[config.mk]
export PLATFORM = sky130hd
export DESIGN_NAME = div16_seq
export DESIGN_NICKNAME = d
export VERILOG_FILES = /design/src/rtl/div16_seq.sv
export SDC_FILE = /design/constraint.sdc
export NUM_CORES = 1
export LEC_CHECK = 0
export CAP_MARGIN = 30
export CORE_MARGIN = 2
export CORE_UTILIZATION = 54
export CTS_BUF_LIST = sky130_fd_sc_hd__clkbuf_2 sky130_fd_sc_hd__clkbuf_4 sky130_fd_sc_hd__clkbuf_8
export CTS_CLUSTER_DIAMETER = 50
export DETAILED_ROUTE_END_ITERATION = 8
export PLACE_DENSITY_LB_ADDON = 0.15
export SLEW_MARGIN = 10
export SYNTH_ARGS = -nofsm -noshare
export SYNTH_HDL_FRONTEND = slang
export SYNTH_SLANG_ARGS = --single-unit
[constraint.sdc]
create_clock -name clk -period 3.17 [get_ports clk]
set_input_delay 0.4755 -clock clk [delete_from_list [all_inputs] [get_ports clk]]
set_output_delay 0.4755 -clock clk [all_outputs]
set_load 0.005 [all_outputs]
[src/rtl/div16_seq.sv]
// rtl/div16_seq.sv - iterative restoring unsigned divider, one quotient bit per clock
module div16_seq #(
  parameter int WIDTH = 16
) (
  input  logic             clk,
  input  logic             rstN,
  input  logic             start,
  input  logic [WIDTH-1:0] dividend,
  input  logic [WIDTH-1:0] divisor,
  output logic             busy,
  output logic             done,
  output logic [WIDTH-1:0] quotient,
  output logic [WIDTH-1:0] remainder,
  output logic             divByZero
);

  localparam int CW = $clog2(WIDTH);
  localparam logic [CW-1:0] LAST = CW'(WIDTH - 1);

  typedef enum logic [1:0] {IDLE, RUN, DONE} state_t;

  state_t           state, state_next;
  logic [WIDTH-1:0] r;
  logic [WIDTH-1:0] q;
  logic [WIDTH-1:0] d;
  logic [CW-1:0]    cnt;
  logic             dbz;

  logic [WIDTH:0]   sh;
  logic [WIDTH:0]   diff;
  logic             co;
  logic             take;

  // The partial remainder stays below the divisor, so its top bit is always
  // zero between steps and only WIDTH bits are held.
  assign sh = {r, q[WIDTH-1]};
  assign {co, diff} = {1'b0, sh} + {1'b0, ~{1'b0, d}} + {{(WIDTH+1){1'b0}}, 1'b1};
  // diff[WIDTH] is zero whenever co is set; folding it in keeps the full difference observed.
  assign take = co & ~diff[WIDTH];

  always_ff @(posedge clk or negedge rstN) begin
    if (!rstN) state <= IDLE;
    else       state <= state_next;
  end

  always_comb begin
    state_next = state;
    case (state)
      IDLE:    if (start) state_next = (divisor == '0) ? DONE : RUN;
      RUN:     if (cnt == LAST) state_next = DONE;
      DONE:    state_next = IDLE;
      default: state_next = IDLE;
    endcase
  end

  always_ff @(posedge clk or negedge rstN) begin
    if (!rstN) begin
      r   <= '0;
      q   <= '0;
      d   <= '0;
      cnt <= '0;
      dbz <= 1'b0;
    end else begin
      case (state)
        IDLE: begin
          if (start) begin
            if (divisor == '0) begin
              q   <= '1;
              r   <= dividend;
              dbz <= 1'b1;
            end else begin
              r   <= '0;
              q   <= dividend;
              d   <= divisor;
              cnt <= '0;
              dbz <= 1'b0;
            end
          end
        end
        RUN: begin
          r   <= take ? diff[WIDTH-1:0] : sh[WIDTH-1:0];
          q   <= {q[WIDTH-2:0], take};
          cnt <= cnt + 1'b1;
        end
        default: ;
      endcase
    end
  end

  assign busy      = (state != IDLE);
  assign done      = (state == DONE);
  assign quotient  = q;
  assign remainder = r;
  assign divByZero = dbz;

endmodule
==> metrics.md <==
| Metric | Value |
|---|---|
| Bufs and invs on worst path | `3` |
| Clk network pwr share | `7.7%` |
| Clk sink count | `55` |
| Critical Path Max Stage Delay | `0.42 ns` |
| PwrDens | `1260 nW/µm²` |
| First-pass GRT wire length | `16200 µm` |
| Setup crit end kind | `flop` |
| Comb power frac | `67.0%` |
| Share of post-route cells with drive strength above 1 | `11.0%` |
| Crit path max-delay family | `compound AO/OA/AOI/OAI gates` |
| Final Cycle Share | `95.7%` |
| Initial antenna violation count | `0` |
| # H-tree levels | `2` |
| Pre-CTS WS | `0.0854 ns` |
| Cells after Synth | `407` |
| GR Overflow Total | `0` |
| GRT Total Usage | `27.7%` |
| Design Power | `5.71 mW` |
| Worst EP arrival | `3.25 ns` |
| Die Ht | `85.9 µm` |
| Final setup violating endpoints | `0` |
| Synthesized flop and latch total | `55` |
| Fin Setup TNS | `0 ns` |
| Layout area overhead | `25.3%` |
| Switching Fraction | `45.6%` |
| Max frequency | `330 MHz` |
| Sequential Power Share | `25.3%` |
| Slew Limit Fails | `0` |
| WL final | `9970 µm` |
| Post-DP HPWL | `7500 µm` |
| Final Hold Viols | `0` |
| YS warnings | `0` |
| Die X-Extent | `85.9 µm` |
| CTS tree | `yes` |
| Syn nets | `460` |
| Hold Crit Class | `in -> async` |
| Register Area | `1380 µm²` |
| Startpoint types | `flop` |
| Worst-path clk slew | `0.12 ns` |
| # IOs | `70` |
| Outcome | `completed` |
| Minimum clock period | `3.03 ns` |
| Row cnt | `29` |
| Netlist cell types | `51` |
| Cell Area, Synth | `3630 µm²` |
| Post-synth ARST share | `100%` |
| Routed Antenna Nets | `0` |
| Initial drt markers | `290` |
| Rel. slew slack | `36.2%` |
| Vias per inst | `6.25` |
| Nets@finish | `526` |
| Fill cells | `525` |
| Number of enable flip-flop cells after synthesis | `0` |
| Maximum VDD drop | `0.000850 V` |
| Number of remaining DRC errors | `0` |
| Clock Latency Late Sink | `0.32 ns` |
| CTS max path bufs | `2` |
| Leak | `1.85 nW` |
| CTS Buf Count | `5` |
| Core area | `6420 µm²` |
| Final Skew | `0.0141 ns` |
| Pin count of the biggest net entering global routing | `25` |
| ANT cells | `0` |
| Area of the multi-input gates | `2080 µm²` |
| Worst setup margin | `0.138 ns` |
| Highest-delay cell along the critical path | `dfrtp_1` |
| Vias post-DR | `3445` |
| Pre-antenna DRT Iters | `4` |
| Die area | `7390 µm²` |
| Crit-path cells | `inv_1 > ha_1 > inv_1 > fa_1 > a211oi_1 > o31a_1 > a2111oi_4 > o21ai_2 > a311oi_2 > buf_4 > a211oi_1 > a311o_1` |
| CP required | `3.38 ns` |
| Top_reg_cell synth | `dfrtp_1` |
| Setup CP Type | `reg -> reg` |
| Slew @ Worst Pin | `0.934 ns` |
| Mapped Avg Cell Area | `8.91 µm²` |
| Port Buf Inserts | `69` |
| Design internal power | `3.11 mW` |
| Initial core utilization | `56.5%` |
| Vias in the first global route | `3315` |
| Crit Path Max Fanout | `14` |
| RSZ-0062 raised after global routing | `no` |
| Post-synthesis sequential area ratio | `38.0%` |
| Maximum Capacitance Violations | `0` |
| Routability cong. | `0.931` |
| Post-DR wirelength/cell | `18.1 µm` |
| Switch Pwr | `2.60 mW` |
| Root Driver | `clkbuf_8` |
-- through the flow --
step	std cells	hold slack (ns)	instance area [µm²]	util (%)
final	551	0.0595	4540	70.8
after global routing	551	0.0849	4540	70.8
after CTS	551	0.0728	4540	70.7
after detailed placement	543	0.428	4440	69.1
after global placement	543	0.423	4440	69.1
after floorplan	407	0.180	3630	-
-- worst paths after layout --
| check | start | to | slack, ns | cells after the start |
|---|---|---|---|---|
| worst max-delay path | quotient[15] | remainder[5] | 0.14 | 12 |
| worst min-delay path | rstN | cnt[0] | 0.06 | 1 |
| worst max register to register | quotient[15] | remainder[5] | 0.14 | 12 |
| worst min register to register | quotient[9] | quotient[9] | 0.52 | 2 |
| max in group asynchronous | rstN | d[7] | 2.44 | 2 |
| min in group clk | quotient[9] | quotient[9] | 0.52 | 2 |
-- state kept, by name, indices dropped and copies added, names as in the netlist --
register,flops
state,2
divByZero,1
d,16
quotient,16
remainder,16
cnt,4
-- routing by layer --
metal / routed length, µm / global-route usage (%) / share of wire, % / vias up
met4: 212 / 10.1 / 2.1 / 0
met5: 0 / 0 / 0 / -
met3: 607 / 3.66 / 6.1 / 17
met2: 4780 / 44.0 / 48 / 116
met1: 4370 / 38.8 / 44 / 1676
li1: - / - / - / 1636
-- power groups by stage --
stage | logic (mW) | registers [mW] | clock network [mW]
final | 3.82 | 1.44 | 0.440
after global placement | 3.65 | 1.44 | 0
after detailed placement | 3.75 | 1.45 | 0
after CTS | 3.79 | 1.44 | 0.448
after floorplan | 2.63 | 1.34 | 0
after global routing | 4.18 | 1.49 | 0.469
-- worst register-to-register path: stages (launching register included) --
cell,delay [ns]
dfrtp_1,0.42
inv_1,0.06
ha_1,0.20
inv_1,0.07
fa_1,0.22
a211oi_1,0.09
o31a_1,0.36
a2111oi_4,0.39
o21ai_2,0.19
a311oi_2,0.26
buf_4,0.24
a211oi_1,0.11
a311o_1,0.34
-- repair_timing --
action	4_1_cts	5_1_grt
setup buffers	0	0
hold buffers	0	0
endpoints found under the setup margin	0	12
resized for setup	0	1
hold endpoints to repair	0	0
-- cell families (layout without fill, tap and decap cells) --
kind of cell	Yosys count	in the layout	share of synthesized area, %
AND/OR/NAND/NOR	138	138	18.3
AO/OA/AOI/OAI	121	121	24.4
flip-flops	55	55	38.0
buffers and inverters	46	113	4.80
adder cells (fa/ha/maj)	18	18	6.42
multiplexers	17	17	5.24
XOR/XNOR	12	12	2.90
-- synthesized netlist by cell type, drive strengths merged (3+ instances only) --
master | count | area share [%]
o311ai | 3 | 0.72
nand2 | 37 | 3.8
nand2b | 6 | 1.0
o211ai | 8 | 1.7
a22oi | 6 | 1.2
mux2 | 16 | 5.0
nand3 | 8 | 1.1
xor2 | 5 | 1.2
clkbuf | 20 | 2.1
dfrtp | 55 | 38
inv | 21 | 2.2
or3 | 3 | 0.52
a311o | 4 | 1.1
nand4 | 9 | 1.6
a211oi | 6 | 1.2
ha | 17 | 5.9
nor4 | 5 | 0.86
a22o | 4 | 0.97
nor2 | 30 | 3.2
o21a | 3 | 0.62
o31ai | 19 | 3.9
a21oi | 24 | 3.3
nor2b | 10 | 1.7
o21ai | 20 | 2.9
nor3 | 23 | 3.2
or2 | 4 | 0.69
buf | 5 | 0.55
a2bb2oi | 5 | 1.2
a2111oi | 3 | 1.8
xnor2 | 7 | 1.7
-- placed cells by master (no fill, tap or decap), types with 7 or more instances in the layout --
master,n
o21ai_0,19
nand4_1,9
nand2_1,37
buf_4,14
nor2b_1,9
inv_1,21
dfrtp_1,55
clkdlybuf4s50_1,68
ha_1,17
o31ai_1,19
xnor2_1,7
nor3_1,23
nor2_1,29
nand3_1,8
a21oi_1,24
mux2_2,16
o211ai_1,8
-- final cells by class --
| type | instances | area share, % |
|---|---|---|
| multi-input combinational | 306 | 45.8 |
| sequential | 55 | 30.3 |
| timing repair buffer | 84 | 17.8 |
| tap | 77 | 2.12 |
| clock buffer | 6 | 1.82 |
| inverter | 21 | 1.73 |
| clock inverter | 2 | 0.441 |
(Power assumes the default switching activity.)
